**config.mk**
```make
export PLATFORM = sky130hd
export DESIGN_NAME = mem_access_stage_flat
export DESIGN_NICKNAME = d
export VERILOG_FILES = /design/src/rtl/mem_bus_if.sv /design/src/rtl/mem_access_stage.sv /design/src/flat_wrapper.sv
export SDC_FILE = /design/constraint.sdc
export NUM_CORES = 1
export LEC_CHECK = 0
export ABC_AREA = 1
export CAP_MARGIN = 15
export CORE_MARGIN = 2
export CORE_UTILIZATION = 35
export CTS_CLUSTER_SIZE = 8
export DETAILED_ROUTE_END_ITERATION = 10
export DONT_BUFFER_PORTS = 1
export HOLD_SLACK_MARGIN = 0.15
export SYNTH_ARGS = -nofsm -noshare
export SYNTH_HDL_FRONTEND = slang
export SYNTH_SLANG_ARGS = --single-unit
```
**constraint.sdc**
```tcl
create_clock -name clk -period 4.4 [get_ports clk]
set_input_delay 0.22 -clock clk [delete_from_list [all_inputs] [get_ports clk]]
set_output_delay 0.22 -clock clk [all_outputs]
set_load 0.005 [all_outputs]
```
**src/rtl/mem_bus_if.sv**
```systemverilog
`default_nettype none
// ============================================================================
// Module      : mem_bus_if
// Description : Request/ready data-bus bundle between the memory-access
//               stage (master) and the data memory or bus fabric (slave).
// Revision    : 1.0 - initial release
// ============================================================================
interface mem_bus_if;
  logic        bus_req;
  logic        bus_we;
  logic [31:0] bus_addr;
  logic [3:0]  bus_be;
  logic [31:0] bus_wdata;
  logic [31:0] bus_rdata;
  logic        bus_ready;

  modport master (
    output bus_req,
    output bus_we,
    output bus_addr,
    output bus_be,
    output bus_wdata,
    input  bus_rdata,
    input  bus_ready
  );

  modport slave (
    input  bus_req,
    input  bus_we,
    input  bus_addr,
    input  bus_be,
    input  bus_wdata,
    output bus_rdata,
    output bus_ready
  );
endinterface
`default_nettype wire

```
**src/rtl/mem_access_stage.sv**
```systemverilog
`default_nettype none
// ============================================================================
// Module      : mem_access_stage
// Description : RV32 memory-access stage. Converts EX/MEM load/store controls
//               into a request/ready bus transaction with byte enables,
//               formats load data for MEM/WB, stalls the pipeline while an
//               access is outstanding, flags misaligned accesses and timeouts.
// Revision    : 1.0 - initial release
// ============================================================================
module mem_access_stage #(
  parameter int unsigned TIMEOUT = 255
) (
  input  wire logic        clk,
  input  wire logic        reset,
  input  wire logic        Ex_Mem_Valid,
  input  wire logic        Ex_Mem_MemRead,
  input  wire logic        Ex_Mem_MemWrite,
  input  wire logic [2:0]  Ex_Mem_Funct3,
  input  wire logic [31:0] Ex_Mem_Aluresult,
  input  wire logic [31:0] Ex_Mem_Store_Data,
  output logic             Mem_Stall,
  output logic [31:0]      Mem_Wb_MemRead_Data,
  output logic             Mem_Misaligned,
  output logic             Mem_Bus_Error,
  mem_bus_if.master        bus
);

  typedef enum logic [1:0] {
    S_IDLE = 2'd0,
    S_BUSY = 2'd1,
    S_DONE = 2'd2
  } state_t;

  localparam logic [15:0] c_timeout = 16'(TIMEOUT);

  state_t      r_state;
  state_t      w_state_next;
  logic [15:0] r_cnt;

  logic        r_bus_req;
  logic        r_bus_we;
  logic [31:0] r_bus_addr;
  logic [3:0]  r_bus_be;
  logic [31:0] r_bus_wdata;
  logic [1:0]  r_addr_lo;
  logic [2:0]  r_funct3;
  logic        r_is_load;
  logic [31:0] r_rdata;
  logic        r_misaligned;
  logic        r_bus_error;

  logic        w_access;
  logic        w_is_byte;
  logic        w_is_half;
  logic        w_misaligned;
  logic        w_start;
  logic        w_ready;
  logic        w_abort;
  logic [3:0]  w_be;
  logic [31:0] w_wdata;
  logic [31:0] w_shifted;
  logic [31:0] w_load;

  // Decode the EX/MEM request: size, alignment, and whether a bus access starts
  always_comb begin
    w_access     = Ex_Mem_Valid & (Ex_Mem_MemRead | Ex_Mem_MemWrite);
    w_is_byte    = (Ex_Mem_Funct3[1:0] == 2'b00);
    w_is_half    = (Ex_Mem_Funct3[1:0] == 2'b01);
    // funct3 011/110/111 fall into the word case along with 010
    w_misaligned = (w_is_half & Ex_Mem_Aluresult[0]) |
                   (~w_is_byte & ~w_is_half & (Ex_Mem_Aluresult[1:0] != 2'b00));
    w_start      = (r_state == S_IDLE) & w_access & ~w_misaligned;
    w_ready      = (r_state == S_BUSY) & bus.bus_ready;
    w_abort      = (r_state == S_BUSY) & ~bus.bus_ready & ((r_cnt + 16'd1) == c_timeout);
  end

  // Byte enables and lane-replicated write data for the pending access
  always_comb begin
    w_be    = 4'b1111;
    w_wdata = Ex_Mem_Store_Data;
    if (w_is_byte) begin
      w_be    = 4'b0001 << Ex_Mem_Aluresult[1:0];
      w_wdata = {4{Ex_Mem_Store_Data[7:0]}};
    end else if (w_is_half) begin
      w_be    = 4'b0011 << Ex_Mem_Aluresult[1:0];
      w_wdata = {2{Ex_Mem_Store_Data[15:0]}};
    end
  end

  // Align the returned word to bit 0 and extend according to the latched funct3
  always_comb begin
    w_shifted = bus.bus_rdata >> {r_addr_lo, 3'b000};
    case (r_funct3)
      3'b000:  w_load = {{24{w_shifted[7]}}, w_shifted[7:0]};
      3'b001:  w_load = {{16{w_shifted[15]}}, w_shifted[15:0]};
      3'b100:  w_load = {24'd0, w_shifted[7:0]};
      3'b101:  w_load = {16'd0, w_shifted[15:0]};
      default: w_load = bus.bus_rdata;
    endcase
  end

  // Next-state and stall decode; the stall covers the launch cycle and all BUSY cycles
  always_comb begin
    w_state_next = r_state;
    Mem_Stall    = 1'b0;
    case (r_state)
      S_IDLE: begin
        if (w_start) begin
          w_state_next = S_BUSY;
          Mem_Stall    = 1'b1;
        end
      end
      S_BUSY: begin
        Mem_Stall = 1'b1;
        if (w_ready || w_abort) begin
          w_state_next = S_DONE;
        end
      end
      S_DONE: begin
        w_state_next = S_IDLE;
      end
      default: begin
        w_state_next = S_IDLE;
      end
    endcase
  end

  // State register
  always_ff @(posedge clk or negedge reset) begin
    if (!reset) begin
      r_state <= S_IDLE;
    end else begin
      r_state <= w_state_next;
    end
  end

  // Wait-cycle counter: cleared on launch, counts BUSY cycles without ready
  always_ff @(posedge clk or negedge reset) begin
    if (!reset) begin
      r_cnt <= 16'd0;
    end else if (w_start) begin
      r_cnt <= 16'd0;
    end else if ((r_state == S_BUSY) && !bus.bus_ready) begin
      r_cnt <= r_cnt + 16'd1;
    end
  end

  // Latch the bus request fields at launch so they stay stable through BUSY
  always_ff @(posedge clk or negedge reset) begin
    if (!reset) begin
      r_bus_req   <= 1'b0;
      r_bus_we    <= 1'b0;
      r_bus_addr  <= 32'd0;
      r_bus_be    <= 4'd0;
      r_bus_wdata <= 32'd0;
      r_addr_lo   <= 2'd0;
      r_funct3    <= 3'd0;
      r_is_load   <= 1'b0;
    end else begin
      r_bus_req <= (w_state_next == S_BUSY);
      if (w_start) begin
        // A load with MemWrite also set is still just a load
        r_bus_we    <= Ex_Mem_MemWrite & ~Ex_Mem_MemRead;
        r_bus_addr  <= {Ex_Mem_Aluresult[31:2], 2'b00};
        r_bus_be    <= w_be;
        r_bus_wdata <= w_wdata;
        r_addr_lo   <= Ex_Mem_Aluresult[1:0];
        r_funct3    <= Ex_Mem_Funct3;
        r_is_load   <= Ex_Mem_MemRead;
      end
    end
  end

  // Load result: updated only when a load completes or is aborted by timeout
  always_ff @(posedge clk or negedge reset) begin
    if (!reset) begin
      r_rdata <= 32'd0;
    end else if (r_is_load && w_ready) begin
      r_rdata <= w_load;
    end else if (r_is_load && w_abort) begin
      r_rdata <= 32'd0;
    end
  end

  // One-cycle status pulses for misalignment and bus timeout
  always_ff @(posedge clk or negedge reset) begin
    if (!reset) begin
      r_misaligned <= 1'b0;
      r_bus_error  <= 1'b0;
    end else begin
      r_misaligned <= (r_state == S_IDLE) & w_access & w_misaligned;
      r_bus_error  <= w_abort;
    end
  end

  assign bus.bus_req          = r_bus_req;
  assign bus.bus_we           = r_bus_we;
  assign bus.bus_addr         = r_bus_addr;
  assign bus.bus_be           = r_bus_be;
  assign bus.bus_wdata        = r_bus_wdata;
  assign Mem_Wb_MemRead_Data  = r_rdata;
  assign Mem_Misaligned       = r_misaligned;
  assign Mem_Bus_Error        = r_bus_error;

endmodule
`default_nettype wire
```
**src/flat_wrapper.sv**
```systemverilog
// flat-port wrapper written by rule: the top's interface ports become plain ports
module mem_access_stage_flat 
#(
  parameter int unsigned TIMEOUT = 255
)
  (clk, reset, Ex_Mem_Valid, Ex_Mem_MemRead, Ex_Mem_MemWrite, Ex_Mem_Funct3, Ex_Mem_Aluresult, Ex_Mem_Store_Data, Mem_Stall, Mem_Wb_MemRead_Data, Mem_Misaligned, Mem_Bus_Error, bus_bus_req, bus_bus_we, bus_bus_addr, bus_bus_be, bus_bus_wdata, bus_bus_rdata, bus_bus_ready);
  mem_bus_if bus_i ();
  input  wire logic clk;
  input  wire logic reset;
  input  wire logic Ex_Mem_Valid;
  input  wire logic Ex_Mem_MemRead;
  input  wire logic Ex_Mem_MemWrite;
  input  wire logic [2:0] Ex_Mem_Funct3;
  input  wire logic [31:0] Ex_Mem_Aluresult;
  input  wire logic [31:0] Ex_Mem_Store_Data;
  output logic Mem_Stall;
  output logic [31:0] Mem_Wb_MemRead_Data;
  output logic Mem_Misaligned;
  output logic Mem_Bus_Error;
  output wire logic [$bits(bus_i.bus_req)-1:0] bus_bus_req;
  output wire logic [$bits(bus_i.bus_we)-1:0] bus_bus_we;
  output wire logic [$bits(bus_i.bus_addr)-1:0] bus_bus_addr;
  output wire logic [$bits(bus_i.bus_be)-1:0] bus_bus_be;
  output wire logic [$bits(bus_i.bus_wdata)-1:0] bus_bus_wdata;
  input wire logic [$bits(bus_i.bus_rdata)-1:0] bus_bus_rdata;
  input wire logic [$bits(bus_i.bus_ready)-1:0] bus_bus_ready;
  assign bus_bus_req = bus_i.bus_req;
  assign bus_bus_we = bus_i.bus_we;
  assign bus_bus_addr = bus_i.bus_addr;
  assign bus_bus_be = bus_i.bus_be;
  assign bus_bus_wdata = bus_i.bus_wdata;
  assign bus_i.bus_rdata = bus_bus_rdata;
  assign bus_i.bus_ready = bus_bus_ready;
  mem_access_stage #(.TIMEOUT(TIMEOUT)) u_core (.clk(clk), .reset(reset), .Ex_Mem_Valid(Ex_Mem_Valid), .Ex_Mem_MemRead(Ex_Mem_MemRead), .Ex_Mem_MemWrite(Ex_Mem_MemWrite), .Ex_Mem_Funct3(Ex_Mem_Funct3), .Ex_Mem_Aluresult(Ex_Mem_Aluresult), .Ex_Mem_Store_Data(Ex_Mem_Store_Data), .Mem_Stall(Mem_Stall), .Mem_Wb_MemRead_Data(Mem_Wb_MemRead_Data), .Mem_Misaligned(Mem_Misaligned), .Mem_Bus_Error(Mem_Bus_Error), .bus(bus_i));
endmodule
```
==> results of run 1 <==
[synthesized netlist by cell type, types with 4 or more instances]
library cell / instances / area share
sky130_fd_sc_hd__o22ai_1: 15 / 0.015
sky130_fd_sc_hd__a21oi_1: 20 / 0.016
sky130_fd_sc_hd__o21ai_1: 4 / 0.0032
sky130_fd_sc_hd__nand2_1: 328 / 0.20
sky130_fd_sc_hd__clkbuf_1: 22 / 0.013
sky130_fd_sc_hd__ha_1: 6 / 0.012
sky130_fd_sc_hd__nand3_1: 34 / 0.027
sky130_fd_sc_hd__a41oi_1: 8 / 0.011
sky130_fd_sc_hd__nor3_1: 9 / 0.0073
sky130_fd_sc_hd__o221ai_1: 7 / 0.0099
sky130_fd_sc_hd__a31oi_1: 16 / 0.016
sky130_fd_sc_hd__o21ai_0: 30 / 0.024
sky130_fd_sc_hd__nor2_1: 52 / 0.031
sky130_fd_sc_hd__nand2_2: 22 / 0.022
sky130_fd_sc_hd__dfrtp_1: 126 / 0.51
sky130_fd_sc_hd__buf_2: 12 / 0.0097
sky130_fd_sc_hd__nor2_2: 8 / 0.0081
sky130_fd_sc_hd__inv_1: 54 / 0.033
[registers in the layout, summed over array words and instances, names as in the netlist]
name	flops
u_core.bus.bus_we	1
u_core.r_cnt	16
u_core.Mem_Wb_MemRead_Data	32
u_core.r_state	2
u_core.bus.bus_req	1
u_core.r_is_load	1
u_core.bus.bus_wdata	32
u_core.Mem_Misaligned	1
u_core.bus.bus_addr	30
u_core.bus.bus_be	4
u_core.r_addr_lo	2
u_core.r_funct3	3
u_core.Mem_Bus_Error	1
[layout make-up]
class / instances / area, sq um / share of cell area
antenna: 1 / 2.50 / 0.000311
clock buffer: 17 / 425 / 0.0529
clock inverter: 15 / 163 / 0.0202
inverter: 58 / 218 / 0.0271
multi-input combinational: 575 / 2640 / 0.328
sequential: 126 / 3150 / 0.392
tap: 225 / 282 / 0.0350
timing repair buffer: 115 / 1160 / 0.145
[timing repair]
action | in CTS | in global routing
resized for setup | 0 | 0
endpoints found under the hold margin | 231 | 0
hold buffers | 113 | 0
[stage by stage]
step | utilization | instance area, sq um | instances | setup WS, ns | hold WS, ns
detailed placement | 0.365 | 6310 | 986 | 1.82 | -0.0722
floorplan | - | 6210 | 798 | 2.58 | -0.0756
global placement | 0.365 | 6310 | 986 | 1.89 | -0.0714
global route | 0.465 | 8050 | 1132 | 0.864 | 0.173
finish | 0.465 | 8050 | 1132 | 1.11 | 0.164
CTS | 0.465 | 8050 | 1131 | 1.16 | 0.150
[routing by layer]
layer / vias up / part of all wire
met5: - / 0
met2: 215 / 0.48
li1: 2749 / -
met4: 0 / 0.015
met1: 2677 / 0.43
met3: 28 / 0.077
[power by group through the flow]
stage / clock, mW / sequential [mW] / combinational [mW]
final: 1.41 / 1.89 / 0.909
after global routing: 1.50 / 1.94 / 1.04
after CTS: 1.45 / 1.90 / 0.898
after detailed placement: 0 / 1.91 / 0.755
after global placement: 0 / 1.91 / 0.730
after floorplan: 0 / 1.77 / 0.656
[cell families after synthesis]
| group | after synthesis | synth area share |
|---|---|---|
| and+or+nand+nor | 461 | 0.306 |
| AOI/OAI and AO/OA | 105 | 0.105 |
| other | 1 | 0.000605 |
| xor gates and xnor gates | 1 | 0.00141 |
| adders and majority gates | 6 | 0.0121 |
| buffers and inverters | 97 | 0.0672 |
| DFF | 126 | 0.508 |
[worst register-to-register path, delay by kind of cell, from the launching register on]
family | cells | cell delay [ns]
buf+inv | 5 | 2.02
compound gates | 1 | 0.23
flops | 1 | 0.36
simple gates | 4 | 0.45
[worst max path at each step]
stage / from / endpoint / slack, ns / depth (start not counted)
3_5_place_dp: u_core.r_addr_lo[0]$_DFFE_PN0P_ / u_core.Mem_Wb_MemRead_Data[28]$_DFFE_PN0P_ / 1.82 / 8
4_1_cts: Ex_Mem_Funct3[1] / u_core.bus.bus_wdata[26]$_DFFE_PN0P_ / 1.16 / 8
3_3_place_gp: u_core.r_addr_lo[0]$_DFFE_PN0P_ / u_core.Mem_Wb_MemRead_Data[20]$_DFFE_PN0P_ / 1.89 / 8
2_1_floorplan: u_core.r_cnt[1]$_DFFE_PN0P_ / u_core.Mem_Wb_MemRead_Data[1]$_DFFE_PN0P_ / 2.58 / 15
6_report: Ex_Mem_Funct3[1] / u_core.bus.bus_wdata[27]$_DFFE_PN0P_ / 1.11 / 9
5_1_grt: Ex_Mem_Funct3[1] / u_core.bus.bus_wdata[29]$_DFFE_PN0P_ / 0.86 / 8
==> flow_summary.json, run 1 <==
{
  "critical_path_buf_inv_count": 4,
  "path_delay_family": "buffers and inverters",
  "gr-usage-met1": 0.266,
  "grt.busiest_layer": "met2",
  "synth_area_per_cell_sq_um": 7.78,
  "globalRouteMet3Util": 0.0704,
  "cpPeakStageDelay_ns": 1.02,
  "combinationalPowerShare": 0.216,
  "setup_viol_count_final": 0,
  "finalWeightedCongestion": 0.820,
  "holdPathEnd": "u_core.bus.bus_wdata[9]$_DFFE_PN0P_",
  "grt_util_overall": 0.207,
  "route.detailed.vias_per_inst": 5.01,
  "cts_buffers": 17,
  "leftover_overflow_at_the_end_of_global_routing": 0,
  "timing_worst_slew_pin_value_ns": 1.13,
  "synth_seq_area_share": 0.508,
  "postRouteWirelength_mm": 19.0,
  "timing.reg2reg.setup_slack_ns": 1.28,
  "cts.htree.levels": 4,
  "finalSetupTns_ns": 0,
  "critical_path.reg2reg.startpoint": "u_core.r_state[0]$_DFF_PN0_",
  "grt_start_max_net_pins": 127,
  "clk_pin_slew_worst_paths_ns": 0.06,
  "cp_max_fo": 99,
  "drv_slew": 0,
  "num_vias": 5669,
  "total_switching_power_mw": 1.47,
  "final_cell_mix": "sky130_fd_sc_hd__nand2_1, sky130_fd_sc_hd__dfrtp_1, sky130_fd_sc_hd__dlygate4sd3_1, sky130_fd_sc_hd__inv_1, sky130_fd_sc_hd__nor2_1",
  "detail_route.first_pass.iterations": 5,
  "finish.net_count": 1004,
  "drive_above_1_share": 0.0828,
  "highest_clock_rate_mhz": 304,
  "most_common_cell_after_layout_fill_and_taps_aside": "sky130_fd_sc_hd__nand2_1",
  "r2r-end": "u_core.bus.bus_wdata[27]$_DFFE_PN0P_",
  "r2r.worst_path.cells": 10,
  "flip_flop_and_latch_count_after_synthesis": 126,
  "ioPinCount": 210,
  "worst_clock_skew_ns": 0.0124,
  "swShare": 0.350,
  "syn_to_final_growth_pct": 29.8,
  "maxCapViolations": 0,
  "antenna_found_initial": 1,
  "tritoncts": "done",
  "worstPathRequired_ns": 4.76,
  "tritoncts_num_sinks": 126,
  "leakage_nw": 3.85,
  "rsz0062_at_grt": "false",
  "cts.repair_timing.setup_buffer_count": 0,
  "first_global_vias": 5554,
  "num-fill-cells": 1646,
  "ir_worst_vdd_mv": 0.273,
  "cp_common_cell": "sky130_fd_sc_hd__dlygate4sd3_1",
  "wl_per_cell_um": 16.8,
  "yosys_warnings": 0,
  "grt_use_met2": 0.328,
  "fin_crit_ns": 3.29,
  "endpoint_kind": "flop",
  "clock_network_fraction_of_total_power": 0.336,
  "drt_first_iter_violations": 406,
  "synth_enable_flop_cells": 0,
  "cts_buffer_depth": 2,
  "chipWidth_um": 137,
  "synthArstFlopShare": 1.00,
  "ctsRootBufferMaster": "sky130_fd_sc_hd__clkbuf_16",
  "seq_power_share": 0.448,
  "critPathLaunchType": "input port",
  "synth_flop_cell": "sky130_fd_sc_hd__dfrtp_1",
  "power_density_nw_per_um2": 523,
  "height_of_the_die_um": 137,
  "hold_path_class": "input port to flop",
  "synthCells": 797,
  "syn_area_sq_um": 6200,
  "drc_errors": 0,
  "place_hpwl_mm": 11.9,
  "ant_nets": 0,
  "timing.max_slew.rel_slack": 0.248,
  "design.core.area_sq_um": 17300,
  "source_to_sink_clock_delay_at_the_later_pin_of_the_worst_skew_pair_ns": 0.42,
  "internal_power_mw": 2.74,
  "fin_crit_sh": 0.747,
  "grt_first_pass_wirelength_mm": 30.0,
  "initial_util": 0.359,
  "path_class": "input port to flop",
  "die-area_sq_um": 18800,
  "post-layout-total-power_mw": 4.21,
  "worst-endpoint-arrival_ns": 3.64,
  "final-hold-violation-count": 0,
  "placement.io_buffers": 0,
  "cell_chain_of_the_critical_path": "dlygate4sd3_1 > nor2_2 > inv_1 > o22ai_2 > nor2_4 > buf_4 > nor2_1 > a41oi_1 > dlygate4sd3_1",
  "run_status": "complete, no violations",
  "ys_types": 34,
  "worst_hold_startpoint": "Ex_Mem_Funct3[1]",
  "placement_rows": 48,
  "hold-path-cell-count": 3,
  "library_cell_contributing_the_largest_single_delay_on_the_critical_path": "sky130_fd_sc_hd__dlygate4sd3_1"
}
Power figures use the tool's default switching activity.
==> run 2: changes to the inputs <==
==> constraint.sdc (replaced) <==
create_clock -name clk -period 3.3 [get_ports clk]
set_input_delay 0.165 -clock clk [delete_from_list [all_inputs] [get_ports clk]]
set_output_delay 0.165 -clock clk [all_outputs]
set_load 0.005 [all_outputs]
==> run 2 against run 1 <==
Cell area hardly changed. Largest power group unchanged. Global-route usage is 0.26 points lower. Sequential share of layout area hardly changed. Count of clock-buffer cells in the layout stayed put. Via count is 2.1% lower. Clock power is 26% higher. Routed wire length is 2.5% lower. Die area stayed put. Sequential cell count stayed put. Non-clock buffer count is 4 higher.
==> flow_summary.json, run 2 (synthesis results as in run 1) <==
{
  "worst-endpoint-arrival_ns": 3.32,
  "drc_errors": 0,
  "fin_crit_ns": 2.96,
  "postRouteWirelength_mm": 18.6,
  "finalWeightedCongestion": 0.862,
  "ioPinCount": 210,
  "drt_first_iter_violations": 382,
  "ant_nets": 0,
  "finish.net_count": 1008,
  "setup_viol_count_final": 0,
  "cts.htree.levels": 4,
  "hold_path_class": "input port to flop",
  "endpoint_kind": "flop",
  "leftover_overflow_at_the_end_of_global_routing": 0,
  "final_cell_mix": "sky130_fd_sc_hd__nand2_1, sky130_fd_sc_hd__dfrtp_1, sky130_fd_sc_hd__dlygate4sd3_1, sky130_fd_sc_hd__inv_1, sky130_fd_sc_hd__nor2_1",
  "cpPeakStageDelay_ns": 1.08,
  "num_vias": 5551,
  "power_density_nw_per_um2": 681,
  "run_status": "complete, no violations",
  "cp_max_fo": 83,
  "place_hpwl_mm": 12.1,
  "path_class": "input port to flop",
  "source_to_sink_clock_delay_at_the_later_pin_of_the_worst_skew_pair_ns": 0.42,
  "tritoncts": "done",
  "ir_worst_vdd_mv": 0.429,
  "final_design_area_no_fill_sq_um": 8050,
  "route.detailed.vias_per_inst": 4.88,
  "syn_to_final_growth_pct": 29.8,
  "die-area_sq_um": 18800,
  "detail_route.first_pass.iterations": 5,
  "final-hold-violation-count": 0,
  "cts_buffer_depth": 2,
  "highest_clock_rate_mhz": 337,
  "grt_first_pass_wirelength_mm": 29.4,
  "timing_worst_slew_pin_value_ns": 1.21,
  "detailed_place.area_sq_um": 6340,
  "worstPathRequired_ns": 3.66,
  "design.core.area_sq_um": 17300,
  "antenna_found_initial": 2,
  "fin_crit_sh": 0.898,
  "worst_clock_skew_ns": 0.00555,
  "placement.io_buffers": 0,
  "most_common_cell_after_layout_fill_and_taps_aside": "sky130_fd_sc_hd__nand2_1",
  "cell_chain_of_the_critical_path": "dlygate4sd3_1 > nor2_2 > inv_1 > o22ai_2 > nor2_4 > buf_4 > o21ai_0 > inv_1",
  "cts_buffers": 17,
  "drv_slew": 0,
  "timing.max_slew.rel_slack": 0.190,
  "leakage_nw": 3.84,
  "drive_above_1_share": 0.0868,
  "cts.repair_timing.setup_buffer_count": 0,
  "library_cell_contributing_the_largest_single_delay_on_the_critical_path": "sky130_fd_sc_hd__dlygate4sd3_1",
  "grt_start_max_net_pins": 127,
  "post-layout-total-power_mw": 5.48,
  "grt_util_overall": 0.205,
  "wl_per_cell_um": 16.3,
  "first_global_vias": 5626,
  "cp_common_cell": "sky130_fd_sc_hd__inv_1",
  "chipWidth_um": 137,
  "rsz0062_at_grt": "false",
  "placement_rows": 48,
  "maxCapViolations": 0,
  "ctsRootBufferMaster": "sky130_fd_sc_hd__clkbuf_16",
  "tritoncts_num_sinks": 126,
  "finalSetupTns_ns": 0,
  "critPathLaunchType": "input port",
  "clk_pin_slew_worst_paths_ns": 0.06,
  "initial_util": 0.359,
  "height_of_the_die_um": 137
}
run 2: cell types whose count changed in the layout (fill, tap and decap cells not counted):
cell	change
sky130_fd_sc_hd__clkinv_4	+2
sky130_fd_sc_hd__clkinv_2	-2
sky130_fd_sc_hd__inv_4	+1
sky130_fd_sc_hd__bufinv_16	-2
sky130_fd_sc_hd__inv_6	+1
sky130_fd_sc_hd__inv_2	-1
sky130_fd_sc_hd__inv_8	+1
sky130_fd_sc_hd__buf_4	+4
sky130_fd_sc_hd__diode_2	+1
run 2: cell type report:
class                      count  area, sq um
multi-input combinational    575         2640
timing repair buffer         119         1190
tap                          225          282
antenna                        2         5.00
inverter                      58          220
sequential                   126         3150
clock buffer                  17          425
clock inverter                15          130
fill                        1653         9250
run 2: final timing paths:
check	from	depth (start not counted)	slack [ns]	end
hold / removal	bus_bus_rdata[19]	6	0.16	u_core.Mem_Wb_MemRead_Data[11]$_DFFE_PN0P_
max in group asynchronous	reset	2	2.46	u_core.bus.bus_addr[3]$_DFFE_PN0P_
setup reg to reg	u_core.r_state[0]$_DFF_PN0_	9	0.53	u_core.r_state[0]$_DFF_PN0_
min in group asynchronous	reset	2	0.36	u_core.bus.bus_wdata[5]$_DFFE_PN0P_
setup / recovery	Ex_Mem_Funct3[1]	8	0.34	u_core.r_state[0]$_DFF_PN0_
hold reg to reg	u_core.Mem_Wb_MemRead_Data[11]$_DFFE_PN0P_	2	0.50	u_core.Mem_Wb_MemRead_Data[11]$_DFFE_PN0P_
run 2: worst max-delay path, delay by kind of cell:
kind | cells | cell delay [ns]
compound gates | 2 | 0.37
buf+inv | 4 | 2.10
simple gates | 2 | 0.63
run 2: timing repair:
item | 4_1_cts | 5_1_grt
hold endpoints to repair | 242 | 0
hold buffers | 113 | 0
endpoints found under the setup margin | 0 | 1
resized for setup | 0 | 2
run 2: report_power, final:
| part | internal [mW] | switching [mW] | total, mW |
|---|---|---|---|
| combinational | 0.487 | 0.704 | 1.19 |
| sequential | 2.03 | 0.492 | 2.52 |
| clock | 0.983 | 0.785 | 1.77 |
| total | 3.50 | 1.98 | 5.48 |
run 2: through the flow:
stage | util | hold WS [ns] | setup slack, ns | cells
6_report | 0.465 | 0.157 | 0.336 | 1137
3_5_place_dp | 0.366 | -0.128 | 0.996 | 990
4_1_cts | 0.465 | 0.152 | 0.0844 | 1135
5_1_grt | 0.465 | 0.192 | 0.00466 | 1137
3_3_place_gp | 0.366 | -0.127 | 1.03 | 990
2_1_floorplan | - | -0.131 | 1.48 | 798
run 2: routing by layer:
metal / track usage / wire [um] / share of wire
met1: 0.248 / 7550 / 0.41
met2: 0.331 / 8860 / 0.48
met5: 0 / 0 / 0
met3: 0.0826 / 1790 / 0.096
met4: 0.0670 / 386 / 0.021
==> run 3: changes to the inputs <==
--- a/config.mk
+++ b/config.mk
@@ -13,6 +13,7 @@
 export DETAILED_ROUTE_END_ITERATION = 10
 export DONT_BUFFER_PORTS = 1
 export HOLD_SLACK_MARGIN = 0.15
+export MAX_ROUTING_LAYER = met4
 export SYNTH_ARGS = -nofsm -noshare
 export SYNTH_HDL_FRONTEND = slang
 export SYNTH_SLANG_ARGS = --single-unit
==> constraint.sdc (replaced) <==
create_clock -name clk -period 3 [get_ports clk]
set_input_delay 0.15 -clock clk [delete_from_list [all_inputs] [get_ports clk]]
set_output_delay 0.15 -clock clk [all_outputs]
set_load 0.005 [all_outputs]
==> run 3 against run 2 <==
Largest power group unchanged. Hold slack got worse by 0.74 ns. Clock power rose by 8%. Combinational power rose by 13%. The flow now finishes with violations (negative hold slack). Global-route usage rose by 0.85 points. Largest cell class unchanged. Critical path type unchanged. Cell count rose by 0.97%. Routed wire length rose by 3.0%.
==> flow_summary.json, run 3 (synthesis results as in run 1) <==
{
  "run_status": "complete, but fails checks",
  "failed_checks": "negative hold slack",
  "timing.reg2reg.setup_slack_ns": 0.22,
  "pre_cts_slack_ns": 0.701,
  "cp_max_fo": 59,
  "wl_per_cell_um": 16.7,
  "drv_slew": 0,
  "maxCapViolations": 0,
  "num-fill-cells": 1670,
  "hold_path_class": "input port to asynchronous set/reset pin",
  "timing.hold.ws_ns": -0.578,
  "cts.htree.levels": 4,
  "leakage_nw": 3.87,
  "timing.max_slew.rel_slack": 0.421,
  "power_density_nw_per_um2": 744,
  "leftover_overflow_at_the_end_of_global_routing": 0,
  "clk_pin_slew_worst_paths_ns": 0.07,
  "seq_area_sq_um": 3150,
  "cts.hold.buffers_added": 124,
  "worstSetupEndpoint": "u_core.bus.bus_wdata[24]$_DFFE_PN0P_",
  "diodes": 0,
  "worstSetupStartpoint": "Ex_Mem_MemRead",
  "first_global_vias": 5716,
  "detail_route.first_pass.iterations": 5,
  "clock_network_fraction_of_total_power": 0.316,
  "place_hpwl_mm": 12.1,
  "placement_rows": 48,
  "ant_nets": 0,
  "route.detailed.vias_per_inst": 5.00,
  "detailed_place.area_sq_um": 6350,
  "most_common_cell_after_layout_fill_and_taps_aside": "sky130_fd_sc_hd__nand2_1",
  "num_vias": 5742,
  "rsz0062_at_grt": "false",
  "syn_to_final_growth_pct": 31.5,
  "swShare": 0.352,
  "place.detailed.instances": 991,
  "drive_above_1_share": 0.0867,
  "drt_first_iter_violations": 373,
  "area_taken_by_multi_input_logic_gates_sq_um": 2640,
  "ir_worst_vdd_mv": 0.410,
  "worstPathRequired_ns": 3.35,
  "final_cell_mix": "sky130_fd_sc_hd__nand2_1, sky130_fd_sc_hd__dfrtp_1, sky130_fd_sc_hd__dlygate4sd3_1, sky130_fd_sc_hd__inv_1, sky130_fd_sc_hd__nor2_1",
  "fin_crit_ns": 2.78,
  "postRouteWirelength_mm": 19.1,
  "height_of_the_die_um": 137,
  "ctsRootBufferMaster": "sky130_fd_sc_hd__clkbuf_16",
  "worst_clock_skew_ns": 0.0133,
  "chipWidth_um": 137,
  "design.core.area_sq_um": 17300,
  "finish.net_count": 1021,
  "r2r.worst_path.cells": 10,
  "final.setup.worst_slack_ns": 0.218,
  "seq_power_share": 0.461,
  "path_class": "input port to flop",
  "total_switching_power_mw": 2.14,
  "timing_worst_slew_pin_value_ns": 0.869,
  "grt_util_overall": 0.213,
  "critical_path.reg2reg.startpoint": "u_core.r_state[0]$_DFF_PN0_",
  "placement.io_buffers": 0,
  "grt_first_pass_wirelength_mm": 30.0,
  "endpoint_kind": "flop",
  "final-hold-violation-count": 126,
  "tritoncts_num_sinks": 126,
  "critPathLaunchType": "input port",
  "grt_start_max_net_pins": 127,
  "setup_viol_count_final": 0,
  "internal_power_mw": 3.93,
  "r2r-end": "u_core.bus.bus_wdata[24]$_DFFE_PN0P_",
  "cts_buffers": 17,
  "combinationalPowerShare": 0.223,
  "worst-endpoint-arrival_ns": 3.13,
  "final_design_area_no_fill_sq_um": 8150,
  "fin_crit_sh": 0.927,
  "initial_util": 0.359,
  "highest_clock_rate_mhz": 360,
  "antenna_found_initial": 0,
  "finalSetupTns_ns": 0,
  "cts_buffer_depth": 2,
  "die-area_sq_um": 18800,
  "final_cell_count_no_fill": 1148,
  "ioPinCount": 210,
  "cts.repair_timing.setup_buffer_count": 0,
  "finalWeightedCongestion": 0.863,
  "tritoncts": "done",
  "source_to_sink_clock_delay_at_the_later_pin_of_the_worst_skew_pair_ns": 0.42,
  "drc_errors": 0
}
==> run 3: changes by cell type in the layout (fill, tap and decap cells not counted), moves of 2 or more <==
cell,previous run,this run
sky130_fd_sc_hd__clkinv_2,0,2
sky130_fd_sc_hd__diode_2,2,0
sky130_fd_sc_hd__clkinv_4,5,1
sky130_fd_sc_hd__dlygate4sd3_1,112,124
sky130_fd_sc_hd__clkinvlp_4,3,6
==> run 3: final cells by class <==
cell class                 instances  area share
clock buffer                      18      0.0539
multi-input combinational        575       0.324
timing repair buffer             132       0.161
inverter                          58      0.0267
clock inverter                    14      0.0132
tap                              225      0.0345
sequential                       126       0.387
==> run 3: through the flow <==
stage / power (mW) / util
4_1_cts: 6.08 / 0.470
3_5_place_dp: 3.92 / 0.367
5_1_grt: 6.45 / 0.471
2_1_floorplan: 3.56 / -
3_3_place_gp: 3.89 / 0.367
6_report: 6.07 / 0.471
==> run 3: routing by layer <==
layer,vias up,track usage,routed length [um]
met5,-,-,0
met4,0,0.0802,490
met3,42,0.0622,1590
met2,256,0.337,9180
li1,2779,-,-
met1,2665,0.258,7870
==> run 3: timing repair <==
| item | in CTS | in global routing |
|---|---|---|
| setup endpoints to repair | 0 | 5 |
| resized for setup | 0 | 4 |
| hold endpoints to repair | 240 | 126 |
==> run 3: critical path, cell delays in order <==
cell	delay, ns
sky130_fd_sc_hd__dlygate4sd3_1	0.62
sky130_fd_sc_hd__nor2_1	0.06
sky130_fd_sc_hd__nor3_1	0.16
sky130_fd_sc_hd__dlygate4sd3_1	0.57
sky130_fd_sc_hd__inv_1	0.07
sky130_fd_sc_hd__nor2_4	0.29
sky130_fd_sc_hd__buf_8	0.36
sky130_fd_sc_hd__nor2_1	0.07
sky130_fd_sc_hd__a41oi_1	0.19
sky130_fd_sc_hd__dlygate4sd3_1	0.58
==> run 3: power by group through the flow <==
stage	Sequential [mW]	Combinational (mW)	Clock (mW)
2_1_floorplan	2.60	0.962	0
3_3_place_gp	2.83	1.06	0
3_5_place_dp	2.82	1.10	0
4_1_cts	2.81	1.32	1.96
5_1_grt	2.88	1.54	2.03
6_report	2.80	1.35	1.92
==> run 3: how the worst min path moves through the flow <==
stage,from,to,cells past startpoint
5_1_grt,reset,u_core.bus.bus_wdata[5]$_DFFE_PN0P_,0
3_5_place_dp,reset,u_core.bus.bus_wdata[5]$_DFFE_PN0P_,0
6_report,reset,u_core.bus.bus_wdata[5]$_DFFE_PN0P_,0
3_3_place_gp,reset,u_core.bus.bus_wdata[5]$_DFFE_PN0P_,0
4_1_cts,reset,u_core.bus.bus_wdata[3]$_DFFE_PN0P_,0
2_1_floorplan,reset,u_core.Mem_Bus_Error$_DFF_PN0_,0
